===== src/rtl/dispatch_pkg.sv =====
// Shared types and encodings for the instruction dispatch controller.
// The optional branch-folding build is selected with DISPATCH_BRFOLD_EN.
package dispatch_pkg;

    typedef enum logic [2:0] {
        CLS_ARITH_I = 3'd0,
        CLS_MOV     = 3'd1,
        CLS_LDST    = 3'd2,
        CLS_BRANCH  = 3'd3,
        CLS_ARITH   = 3'd4,
        CLS_COMP    = 3'd5,
        CLS_ILLEGAL = 3'd6
    } cls_e;

    typedef enum logic [1:0] {
        UNIT_EU  = 2'd0,
        UNIT_BIU = 2'd1,
        UNIT_FCU = 2'd2
    } unit_e;

    localparam logic [2:0] ST_IDLE   = 3'd0;
    localparam logic [2:0] ST_DECODE = 3'd1;
    localparam logic [2:0] ST_WAIT   = 3'd2;
    localparam logic [2:0] ST_RETIRE = 3'd3;
    localparam logic [2:0] ST_DRAIN  = 3'd4;

    localparam logic [1:0] SEL_EU_ARITH_I  = 2'b00;
    localparam logic [1:0] SEL_EU_ARITH    = 2'b01;
    localparam logic [1:0] SEL_EU_COMP     = 2'b10;
    localparam logic [1:0] SEL_BIU_MOV     = 2'b00;
    localparam logic [1:0] SEL_BIU_LDST    = 2'b01;
    localparam logic [1:0] SEL_FCU_BRANCH  = 2'b00;

    localparam logic [1:0] RET_OK  = 2'b00;
    localparam logic [1:0] RET_ILL = 2'b01;
    localparam logic [1:0] RET_TMO = 2'b10;

    // Branch condition: 00 always, 01 flag[0], 10 flag[1], 11 never.
    function automatic logic br_taken(input logic [1:0] cond, input logic [1:0] flag);
        logic taken;
        case (cond)
            2'b00:   taken = 1'b1;
            2'b01:   taken = flag[0];
            2'b10:   taken = flag[1];
            default: taken = 1'b0;
        endcase
        return taken;
    endfunction

endpackage


===== src/rtl/dispatch_ctrl_classify.sv =====
// Combinational class decoder: leading-ones prefix code of the 6-bit class field
// mapped to instruction class, target unit and unit operation select.
module dispatch_ctrl_classify
    import dispatch_pkg::*;
(
    input  logic [5:0] c,
    output cls_e       cls,
    output unit_e      unit,
    output logic [1:0] sel
);

    // Prefix decode, MSB first.
    always_comb begin
        cls  = CLS_ILLEGAL;
        unit = UNIT_EU;
        sel  = 2'b00;
        casez (c)
            6'b0?????: begin cls = CLS_ARITH_I; unit = UNIT_EU;  sel = SEL_EU_ARITH_I; end
            6'b10????: begin cls = CLS_MOV;     unit = UNIT_BIU; sel = SEL_BIU_MOV;    end
            6'b110???: begin cls = CLS_LDST;    unit = UNIT_BIU; sel = SEL_BIU_LDST;   end
            6'b1110??: begin cls = CLS_BRANCH;  unit = UNIT_FCU; sel = SEL_FCU_BRANCH; end
            6'b11110?: begin cls = CLS_ARITH;   unit = UNIT_EU;  sel = SEL_EU_ARITH;   end
            6'b111110: begin cls = CLS_COMP;    unit = UNIT_EU;  sel = SEL_EU_COMP;    end
            default:   begin cls = CLS_ILLEGAL; unit = UNIT_EU;  sel = 2'b00;          end
        endcase
    end

endmodule


===== src/rtl/dispatch_ctrl.sv =====
// Instruction dispatch controller: valid/ready intake, class decode, level req/ack
// to EU/BIU/FCU with per-unit timeout, retire pulse. Optional: DISPATCH_BRFOLD_EN.
module dispatch_ctrl
    import dispatch_pkg::*;
#(
    parameter int IR_W    = 32,
    parameter int CLS_MSB = 21,
    parameter int TMO_W   = 8,
    parameter int TMO_CYC = 200
) (
    input  logic            clk,
    input  logic            rst_n,
    input  logic            ir_valid,
    output logic            ir_ready,
    input  logic [IR_W-1:0] ir,
    input  logic [1:0]      flag,
    output logic            cs_eu,
    output logic            cs_biu,
    output logic            cs_fcu,
    output logic [1:0]      sel_eu,
    output logic [1:0]      sel_biu,
    output logic            sel_fcu,
    input  logic            done_eu,
    input  logic            done_biu,
    input  logic            done_fcu,
    output logic            busy,
    output logic            retire_valid,
    output logic [1:0]      retire_err
);

    localparam logic [TMO_W-1:0] TMO_LAST = TMO_W'(TMO_CYC - 1);

    logic [2:0]      state_q, state_d;
    logic [IR_W-1:0] ir_q, ir_d;
    logic [TMO_W-1:0] cnt_q, cnt_d;
    unit_e           unit_q, unit_d;
    logic            req_q, req_d;
    logic            cs_eu_q, cs_eu_d, cs_biu_q, cs_biu_d, cs_fcu_q, cs_fcu_d;
    logic [1:0]      sel_eu_q, sel_eu_d, sel_biu_q, sel_biu_d;
    logic            sel_fcu_q, sel_fcu_d;
    logic            ir_ready_q, ir_ready_d, busy_q, busy_d;
    logic            retire_valid_q, retire_valid_d;
    logic [1:0]      retire_err_q, retire_err_d;

    cls_e            cls_s;
    unit_e           unit_s;
    logic [1:0]      sel_s;
    logic            done_sel_s;
    logic            fold_s;
    logic            unused_s;

    dispatch_ctrl_classify u_classify (
        .c    (ir_q[CLS_MSB -: 6]),
        .cls  (cls_s),
        .unit (unit_s),
        .sel  (sel_s)
    );

`ifdef DISPATCH_BRFOLD_EN
    assign fold_s = (cls_s == CLS_BRANCH) && !br_taken(ir_q[CLS_MSB-6 -: 2], flag);
`else
    assign fold_s = 1'b0;
`endif

    // Only the class (and condition) bits of the latched word are consumed.
    assign unused_s = ^{ir_q, flag};

    // Acknowledge of the unit owning the current request; other units are ignored.
    always_comb begin
        case (unit_q)
            UNIT_EU:  done_sel_s = done_eu;
            UNIT_BIU: done_sel_s = done_biu;
            UNIT_FCU: done_sel_s = done_fcu;
            default:  done_sel_s = 1'b0;
        endcase
    end

    // Next-state and registered-output computation.
    always_comb begin
        state_d        = state_q;
        ir_d           = ir_q;
        cnt_d          = cnt_q;
        unit_d         = unit_q;
        req_d          = req_q;
        cs_eu_d        = cs_eu_q;
        cs_biu_d       = cs_biu_q;
        cs_fcu_d       = cs_fcu_q;
        sel_eu_d       = sel_eu_q;
        sel_biu_d      = sel_biu_q;
        sel_fcu_d      = sel_fcu_q;
        retire_valid_d = 1'b0;
        retire_err_d   = RET_OK;
        case (state_q)
            ST_IDLE: begin
                if (ir_valid) begin
                    ir_d    = ir;
                    state_d = ST_DECODE;
                end else begin
                    state_d = ST_IDLE;
                end
            end
            ST_DECODE: begin
                cnt_d  = {TMO_W{1'b0}};
                unit_d = unit_s;
                if (cls_s == CLS_ILLEGAL) begin
                    req_d          = 1'b0;
                    retire_valid_d = 1'b1;
                    retire_err_d   = RET_ILL;
                    state_d        = ST_RETIRE;
                end else if (fold_s) begin
                    req_d          = 1'b0;
                    retire_valid_d = 1'b1;
                    retire_err_d   = RET_OK;
                    state_d        = ST_RETIRE;
                end else begin
                    req_d     = 1'b1;
                    cs_eu_d   = (unit_s == UNIT_EU);
                    cs_biu_d  = (unit_s == UNIT_BIU);
                    cs_fcu_d  = (unit_s == UNIT_FCU);
                    sel_eu_d  = (unit_s == UNIT_EU)  ? sel_s : 2'b00;
                    sel_biu_d = (unit_s == UNIT_BIU) ? sel_s : 2'b00;
                    sel_fcu_d = (unit_s == UNIT_FCU) ? sel_s[0] : 1'b0;
                    state_d   = ST_WAIT;
                end
            end
            ST_WAIT: begin
                // A done arriving on the timeout edge still counts as success.
                if (done_sel_s || (cnt_q == TMO_LAST)) begin
                    cs_eu_d        = 1'b0;
                    cs_biu_d       = 1'b0;
                    cs_fcu_d       = 1'b0;
                    sel_eu_d       = 2'b00;
                    sel_biu_d      = 2'b00;
                    sel_fcu_d      = 1'b0;
                    retire_valid_d = 1'b1;
                    retire_err_d   = done_sel_s ? RET_OK : RET_TMO;
                    state_d        = ST_RETIRE;
                end else begin
                    cnt_d = cnt_q + TMO_W'(1);
                end
            end
            ST_RETIRE: begin
                if ((retire_err_q == RET_OK) && req_q) begin
                    state_d = ST_DRAIN;
                end else begin
                    state_d = ST_IDLE;
                end
            end
            ST_DRAIN: begin
                if (!done_sel_s) begin
                    state_d = ST_IDLE;
                end else begin
                    state_d = ST_DRAIN;
                end
            end
            default: begin
                state_d   = ST_IDLE;
                cs_eu_d   = 1'b0;
                cs_biu_d  = 1'b0;
                cs_fcu_d  = 1'b0;
                sel_eu_d  = 2'b00;
                sel_biu_d = 2'b00;
                sel_fcu_d = 1'b0;
            end
        endcase
        ir_ready_d = (state_d == ST_IDLE);
        busy_d     = (state_d != ST_IDLE);
    end

    // State and output registers; reset drops every unit request at once.
    always_ff @(posedge clk or negedge rst_n) begin
        if (!rst_n) begin
            state_q        <= ST_IDLE;
            ir_q           <= {IR_W{1'b0}};
            cnt_q          <= {TMO_W{1'b0}};
            unit_q         <= UNIT_EU;
            req_q          <= 1'b0;
            cs_eu_q        <= 1'b0;
            cs_biu_q       <= 1'b0;
            cs_fcu_q       <= 1'b0;
            sel_eu_q       <= 2'b00;
            sel_biu_q      <= 2'b00;
            sel_fcu_q      <= 1'b0;
            ir_ready_q     <= 1'b1;
            busy_q         <= 1'b0;
            retire_valid_q <= 1'b0;
            retire_err_q   <= RET_OK;
        end else begin
            state_q        <= state_d;
            ir_q           <= ir_d;
            cnt_q          <= cnt_d;
            unit_q         <= unit_d;
            req_q          <= req_d;
            cs_eu_q        <= cs_eu_d;
            cs_biu_q       <= cs_biu_d;
            cs_fcu_q       <= cs_fcu_d;
            sel_eu_q       <= sel_eu_d;
            sel_biu_q      <= sel_biu_d;
            sel_fcu_q      <= sel_fcu_d;
            ir_ready_q     <= ir_ready_d;
            busy_q         <= busy_d;
            retire_valid_q <= retire_valid_d;
            retire_err_q   <= retire_err_d;
        end
    end

    assign ir_ready     = ir_ready_q;
    assign busy         = busy_q;
    assign cs_eu        = cs_eu_q;
    assign cs_biu       = cs_biu_q;
    assign cs_fcu       = cs_fcu_q;
    assign sel_eu       = sel_eu_q;
    assign sel_biu      = sel_biu_q;
    assign sel_fcu      = sel_fcu_q;
    assign retire_valid = retire_valid_q;
    assign retire_err   = retire_err_q;

endmodule


===== config.mk =====
export PLATFORM = sky130hd
export DESIGN_NAME = dispatch_ctrl
export DESIGN_NICKNAME = d
export VERILOG_FILES = /design/src/rtl/dispatch_pkg.sv /design/src/rtl/dispatch_ctrl_classify.sv /design/src/rtl/dispatch_ctrl.sv
export SDC_FILE = /design/constraint.sdc
export NUM_CORES = 1
export LEC_CHECK = 0
export ABC_CLOCK_PERIOD_IN_PS = 4100
export BUFFER_PORTS_ARGS = -buffer_cell sky130_fd_sc_hd__buf_2
export CELL_PAD_IN_SITES_DETAIL_PLACEMENT = 0
export CELL_PAD_IN_SITES_GLOBAL_PLACEMENT = 2
export CORE_MARGIN = 10
export CORE_UTILIZATION = 33
export DETAILED_ROUTE_END_ITERATION = 10
export GPL_TIMING_DRIVEN = 0
export PLACE_DENSITY_LB_ADDON = 0.25
export RECOVER_POWER = 100
export SLEW_MARGIN = 20
export SYNTH_ARGS = -nofsm -noshare
export SYNTH_HDL_FRONTEND = slang
export SYNTH_HIERARCHICAL = 1
export SYNTH_SLANG_ARGS = --single-unit

===== constraint.sdc =====
create_clock -name clk -period 4.1 [get_ports clk]
set_clock_uncertainty 0.15 [all_clocks]
set_input_delay 0.41 -clock clk [delete_from_list [all_inputs] [get_ports clk]]
set_output_delay 0.41 -clock clk [all_outputs]
set_load 0.02 [all_outputs]

== Yosys cells after proc, flatten, opt, wreduce, memory -nomap -nowiden ==
Index checks and enable logic that the tools add are counted.
Storage, ports and cells
  bits in registers: 49
  input port bits: 40
Cells by class
  $add $sub $neg: 1
  equal/unequal tests: 18
  multiplexer cells: 37
  bitwise logic cells: 2
  reduce and logical (&&, ||, !) cells: 15
Operators by type and width (count)
  3-bit one-hot mux with 6 select lines: 1
  8-bit one-hot mux with 2 select lines: 1
  1-bit one-hot mux with 3 select lines: 5
  3-bit one-hot mux with 5 select lines: 1
  2-bit 2-to-1 mux: 7
  1-bit 2-to-1 mux: 12
  2-bit one-hot mux with 2 select lines: 3
  2-bit one-hot mux with 3 select lines: 2
  3-bit == test (second input constant): 3
  3-bit 2-to-1 mux: 3
  8-bit by 1-bit adder with 8-bit output (second input constant): 1
  8-bit == test (second input constant): 1
  8-bit 2-to-1 mux: 1
  2-bit == test (second input constant): 3
  3-bit by 2-bit == test with 1-bit output (second input constant): 2
  6-bit == test (second input constant): 1
  2-bit zero test: 3
  3-bit zero test: 2
  2-bit != test (second input constant): 3
  5-bit == test (second input constant): 1
  2-bit by 1-bit == test with 1-bit output (second input constant): 2
  4-bit == test (second input constant): 1
  2-bit AND reduction: 2
  2-bit OR reduction: 2
  9 further kinds: 10

== Logic depth before layout (Yosys ltp) ==
  depth after elaboration: 7
  depth in mapped cells: 6
  depth with buffers taken out: 6

== Modules after synthesis ==
The synthesis kept the hierarchy.
Modules (own cells, without submodules)
  dispatch_ctrl: instances 1, cells an instance 133, area an instance 1564.0 sq um
  dispatch_ctrl_classify: instances 1, cells an instance 14, area an instance 76.3 sq um

== Worst setup path after synthesis ==
Ideal clock, no wire load.
  path kind: register to register
  from: reg ir_q[16]
  to: reg cs_biu_q (netlist: cs_biu)
  library setup time: 0.125 ns
  data arrival time: 1.719 ns
  setup slack: 2.106 ns
  cell stages (with the launch flop): 7
  period minus slack after synthesis: 1.994 ns
  cell sequence: dfrtp_1 > or2b_1 > a311oi_1 > and3b_1 > o31ai_4 > o21ai_2 > mux2_2
Between the ends
  longest elaborated chain between the ends: 5
Ends and longest elaborated chain
  start: declaration: line dispatch_ctrl.sv:34  | logic [IR_W-1:0] ir_q, ir_d;
  start signal: assignment: line dispatch_ctrl.sv:174  | ir_q <= {IR_W{1'b0}};
  start signal: assignment: line dispatch_ctrl.sv:190  | ir_q <= ir_d;
  6-bit == test: line dispatch_ctrl_classify.sv:17  | casez (c)
  3-bit one-hot mux with 6 select lines: line dispatch_ctrl_classify.sv:17
  via cls_s[0]: line dispatch_ctrl.sv:45  | cls_e cls_s;
  3-bit == test: line dispatch_ctrl.sv:105  | if (cls_s == CLS_ILLEGAL) begin
  2-bit != test (no source line)
  3-bit AND reduction (no source line)
  end signal: assignment: line dispatch_ctrl.sv:195  | cs_biu_q <= cs_biu_d;
  end: declaration: line dispatch_ctrl.sv:38  | logic cs_eu_q, cs_eu_d, cs_biu_q, cs_biu_d, cs_fcu_q, cs_fcu_d;
The timed path passes the listed nets, and every way through them passes these cells.
A chain may end at the register's enable or synchronous reset.

== Worst setup path after layout ==
  from: reg state_q[2]
  to: reg cs_eu_q (netlist: cs_eu)
Between the ends
  longest elaborated chain between the ends: 4
Ends and longest elaborated chain
  start: declaration: line dispatch_ctrl.sv:33  | logic [2:0] state_q, state_d;
  start signal: assignment: line dispatch_ctrl.sv:189  | state_q <= state_d;
  3-bit == test (tied with other cells): line dispatch_ctrl.sv:93  | case (state_q)
  3-bit OR reduction (no source line)
  1-bit NOT (no source line)
  3-bit AND reduction (no source line)
  end signal: assignment: line dispatch_ctrl.sv:194  | cs_eu_q <= cs_eu_d;
  end: declaration: line dispatch_ctrl.sv:38
Several ways; a longest one is shown, not always the timed one.

==> out/summary.log <==
qor: sta.slew_violations 34
qor: place.dpl_worst_slack 1900 ps
qor: status.result_of_the_run finished with violations
qor: clock_network.cts.hold.buffers_added 0
qor: synth.syn-cell-area 1640 um2
qor: critical_path.r2r_cells 5
qor: synth.avgSynthCellArea 11.2 um2
qor: critical_path.timing.rr.start state_q[2]$_DFF_PN0_
qor: die.placeableCoreArea 4790 um2
qor: die.floorplan.initialDensity 0.343
qor: clock_network.tritoncts.num_buffers 5
qor: sta.timing.max_slew.rel_slack -0.166
qor: synth.synthCells 147
qor: clock_network.clk_pin_slew 70 ps
qor: global_route.number_of_global_route_vias_before_repair 1287
qor: place.dpl.cell_count 238
qor: global_route.grt_start_max_net_pins 34
qor: route.antenna_violating_nets_post_route 0
qor: critical_path.critical-path-slowest-cell o21ai_0
qor: synth.synth-seq-area-share 0.504
qor: critical_path.reg2reg_to cs_eu$_DFFE_PN0P_
qor: sta.period_minus_slack 2730 ps
qor: critical_path.crit_fanout 10
qor: clock_network.cts_tree built
qor: critical_path.setup.worst_path.start_class flop
qor: synth.dominantRegCellSynth dfrtp_1
qor: sta.hold_viol_final 0
qor: die.fp-row-count 25
qor: pwr.leakagePower 0.000866 uW
qor: place.hpwlAfterDp 2590 um
qor: global_route.grt_antenna_before_repair 0
qor: route.wirelength 3450 um
qor: sta.tns 0 ps
qor: die.die_width 90.5 um
qor: clock_network.htree_levels 2
qor: global_route.grt_use_total 0.0930
qor: clock_network.cts_root_buffer clkbuf_8
qor: clock_network.clock_sink_count 33
qor: sta.worst_slack 1370 ps
qor: sta.finalSetupViolCount 0
qor: sta.setup_repair_after_global_routing_missed_its_margin no
qor: sta.fin_worst_hold_slack 208 ps
qor: sta.max_freq 0.366 GHz
qor: critical_path.critical_path.cell_chain clkbuf_1 > nor3b_4 > o211ai_1 > o21ai_0 > mux2_2
qor: status.failing_checks capacitance limit, slew limit
qor: place.gp_congestion 0.746
qor: cells_and_area.antenna_fix_cells 0
qor: synth.post_synth_num_cell_types 48
qor: clock_network.cts.repair.resized 0
qor: synth.post_synth_edffs 0
qor: clock_network.insertion_delay 280 ps
qor: pwr.power_density 663 nW/um2
qor: sta.worst-slew-pin-transition 1750 ps
qor: synth.synth_fp_nets 188
qor: clock_network.post_cts.repair.setup_buffers 0
qor: cells_and_area.post_layout_nonfiller_instances 246
qor: critical_path.cpPeakStageDelay 860 ps
qor: synth.yosysWarningCount 6
qor: global_route.total_congestion_overflow_after_global_routing 0
qor: synth.synth_largest_type_area_fraction 0.488
qor: sta.period_share 0.667
qor: die.fp.dieArea 8190 um2
qor: critical_path.crit_type flop to flop
qor: route.via_per_inst 4.89
qor: route.drt_iter0_markers 36
qor: cells_and_area.drive_gt1_frac 0.201
qor: clock_network.clock_tree.buffer_depth 2
qor: critical_path.setup.reg_to_reg.worst_slack 1370 ps
qor: route.post_drt_wl_per_cell 14.0 um
qor: pwr.largest_vdd_supply_drop 0.211 mV
qor: critical_path.crit_arrival 2750 ps
qor: die.floorplan.die.height 90.5 um
qor: route.num_vias 1204
qor: cells_and_area.areaGrowthSynthToFinish 14.3%
qor: route.first_pass_iters 3
qor: worst_hold_path.hold_path_class primary input to flop
qor: synth.post_synth_main_area_contributors dfrtp_1, mux2_2, nand2_1, mux2i_1, nand3_1
qor: route.route.detailed.drc 0
qor: synth.synth.ff_latch_count 33
qor: die.io_pins 53
qor: critical_path.setup.worst_path.start state_q[2]$_DFF_PN0_
qor: place.placement.io_buffers 24
qor: flow_run.timing.max_cap.violations 1
qor: synth.async_flop_share 1.00
qor: global_route.grt_first_pass_wirelength 6320 um
qor: cells_and_area.nets 219
qor: synth.netlist.top_cell.by_area dfrtp_1
qor: critical_path.critical_path_endpoint_category flop
qor: critical_path.cp.required 4110 ps
qor: critical_path.crit_end cs_eu$_DFFE_PN0P_
==> state kept, by name, summed over array words and instances (netlist names) <==
signal,flops
cs_biu,1
unit_q,2
sel_fcu,1
req_q,1
cs_eu,1
sel_eu,2
state_q,3
cs_fcu,1
retire_err,2
busy,1
ir_ready,1
sel_biu,2
cnt_q,8
retire_valid,1
ir_q,6
==> worst max-delay path, delay by kind of cell (launching register included) <==
kind,cells,cell delay (ps)
buffers and inverters,1,210
muxes,1,420
and+or+nand+nor,1,290
AOI/OAI and AO/OA,2,1190
DFF,1,360
==> stage by stage <==
stage | power [uW] | area [um2] | utilization
floorplan | 921 | 1640 | -
global placement | 1050 | 1840 | 0.385
detailed placement | 1060 | 1840 | 0.385
CTS | 1300 | 1930 | 0.403
global route | 1360 | 1870 | 0.392
finish | 1240 | 1870 | 0.392
==> power by group <==
group	total (uW)	internal [uW]	switching, uW
clock	233	118	115
combinational	502	209	293
sequential	508	426	82.8
total	1240	753	491
==> final cells by class <==
cell class / count / area (um2)
inverter: 7 / 26.3
timing repair buffer: 24 / 103
fill: 496 / 2910
multi-input combinational: 104 / 733
tap: 67 / 83.8
clock inverter: 2 / 10.0
sequential: 33 / 827
clock buffer: 6 / 72.6
buffer: 3 / 18.8
==> per-layer routing <==
layer | GRT usage | vias to the layer above | wire, um
met3 | 0.0333 | 5 | 166
met5 | 0 | - | 0
li1 | - | 592 | -
met2 | 0.134 | 22 | 1530
met1 | 0.120 | 585 | 1700
met4 | 0.0438 | 0 | 52
==> cell usage in the layout (no fill, tap or decap), types with 5 or more instances in the layout <==
cell type  Yosys  layout
clkbuf_1       0      17
buf_2          1      10
inv_1          6       6
clkbuf_8       0       5
nand3_1        6       6
dfrtp_1       32      32
nor2_1         6       7
nand2_1       17      17
mux2i_1        5       5
o21ai_0        4       5
mux2_2        10       9
==> how the worst min path moves through the flow <==
stage | startpoint | endpoint | cells after the start
3_5_place_dp | sel_biu[0]$_DFFE_PN0P_ | sel_biu[0]$_DFFE_PN0P_ | 1
6_report | ir[21] | ir_q[21]$_DFFE_PN0P_ | 2
2_1_floorplan | rst_n | busy$_DFF_PN0_ | 0
5_1_grt | ir[19] | ir_q[19]$_DFFE_PN0P_ | 2
3_3_place_gp | sel_biu[0]$_DFFE_PN0P_ | sel_biu[0]$_DFFE_PN0P_ | 1
4_1_cts | rst_n | retire_err[1]$_DFF_PN0_ | 1
==> synthesized netlist by cell type (3+ instances only) <==
library cell,n
dfrtp_1,32
nand2_1,17
mux2_2,10
inv_1,6
nand3_1,6
nor2_1,6
mux2i_1,5
a21oi_1,4
and3_1,4
nand2b_1,4
nor3b_1,4
o21ai_0,4
a21o_1,3
==> logic make-up after synthesis <==
| group | share of synthesized area |
|---|---|
| AO/OA/AOI/OAI | 0.143 |
| XOR/XNOR | 0.00534 |
| adder cells (fa/ha/maj) | 0.00763 |
| buffers and inverters | 0.0328 |
| flip-flops | 0.504 |
| multiplexers | 0.0992 |
| AND/OR/NAND/NOR | 0.208 |
Power figures use the tool's default switching activity.
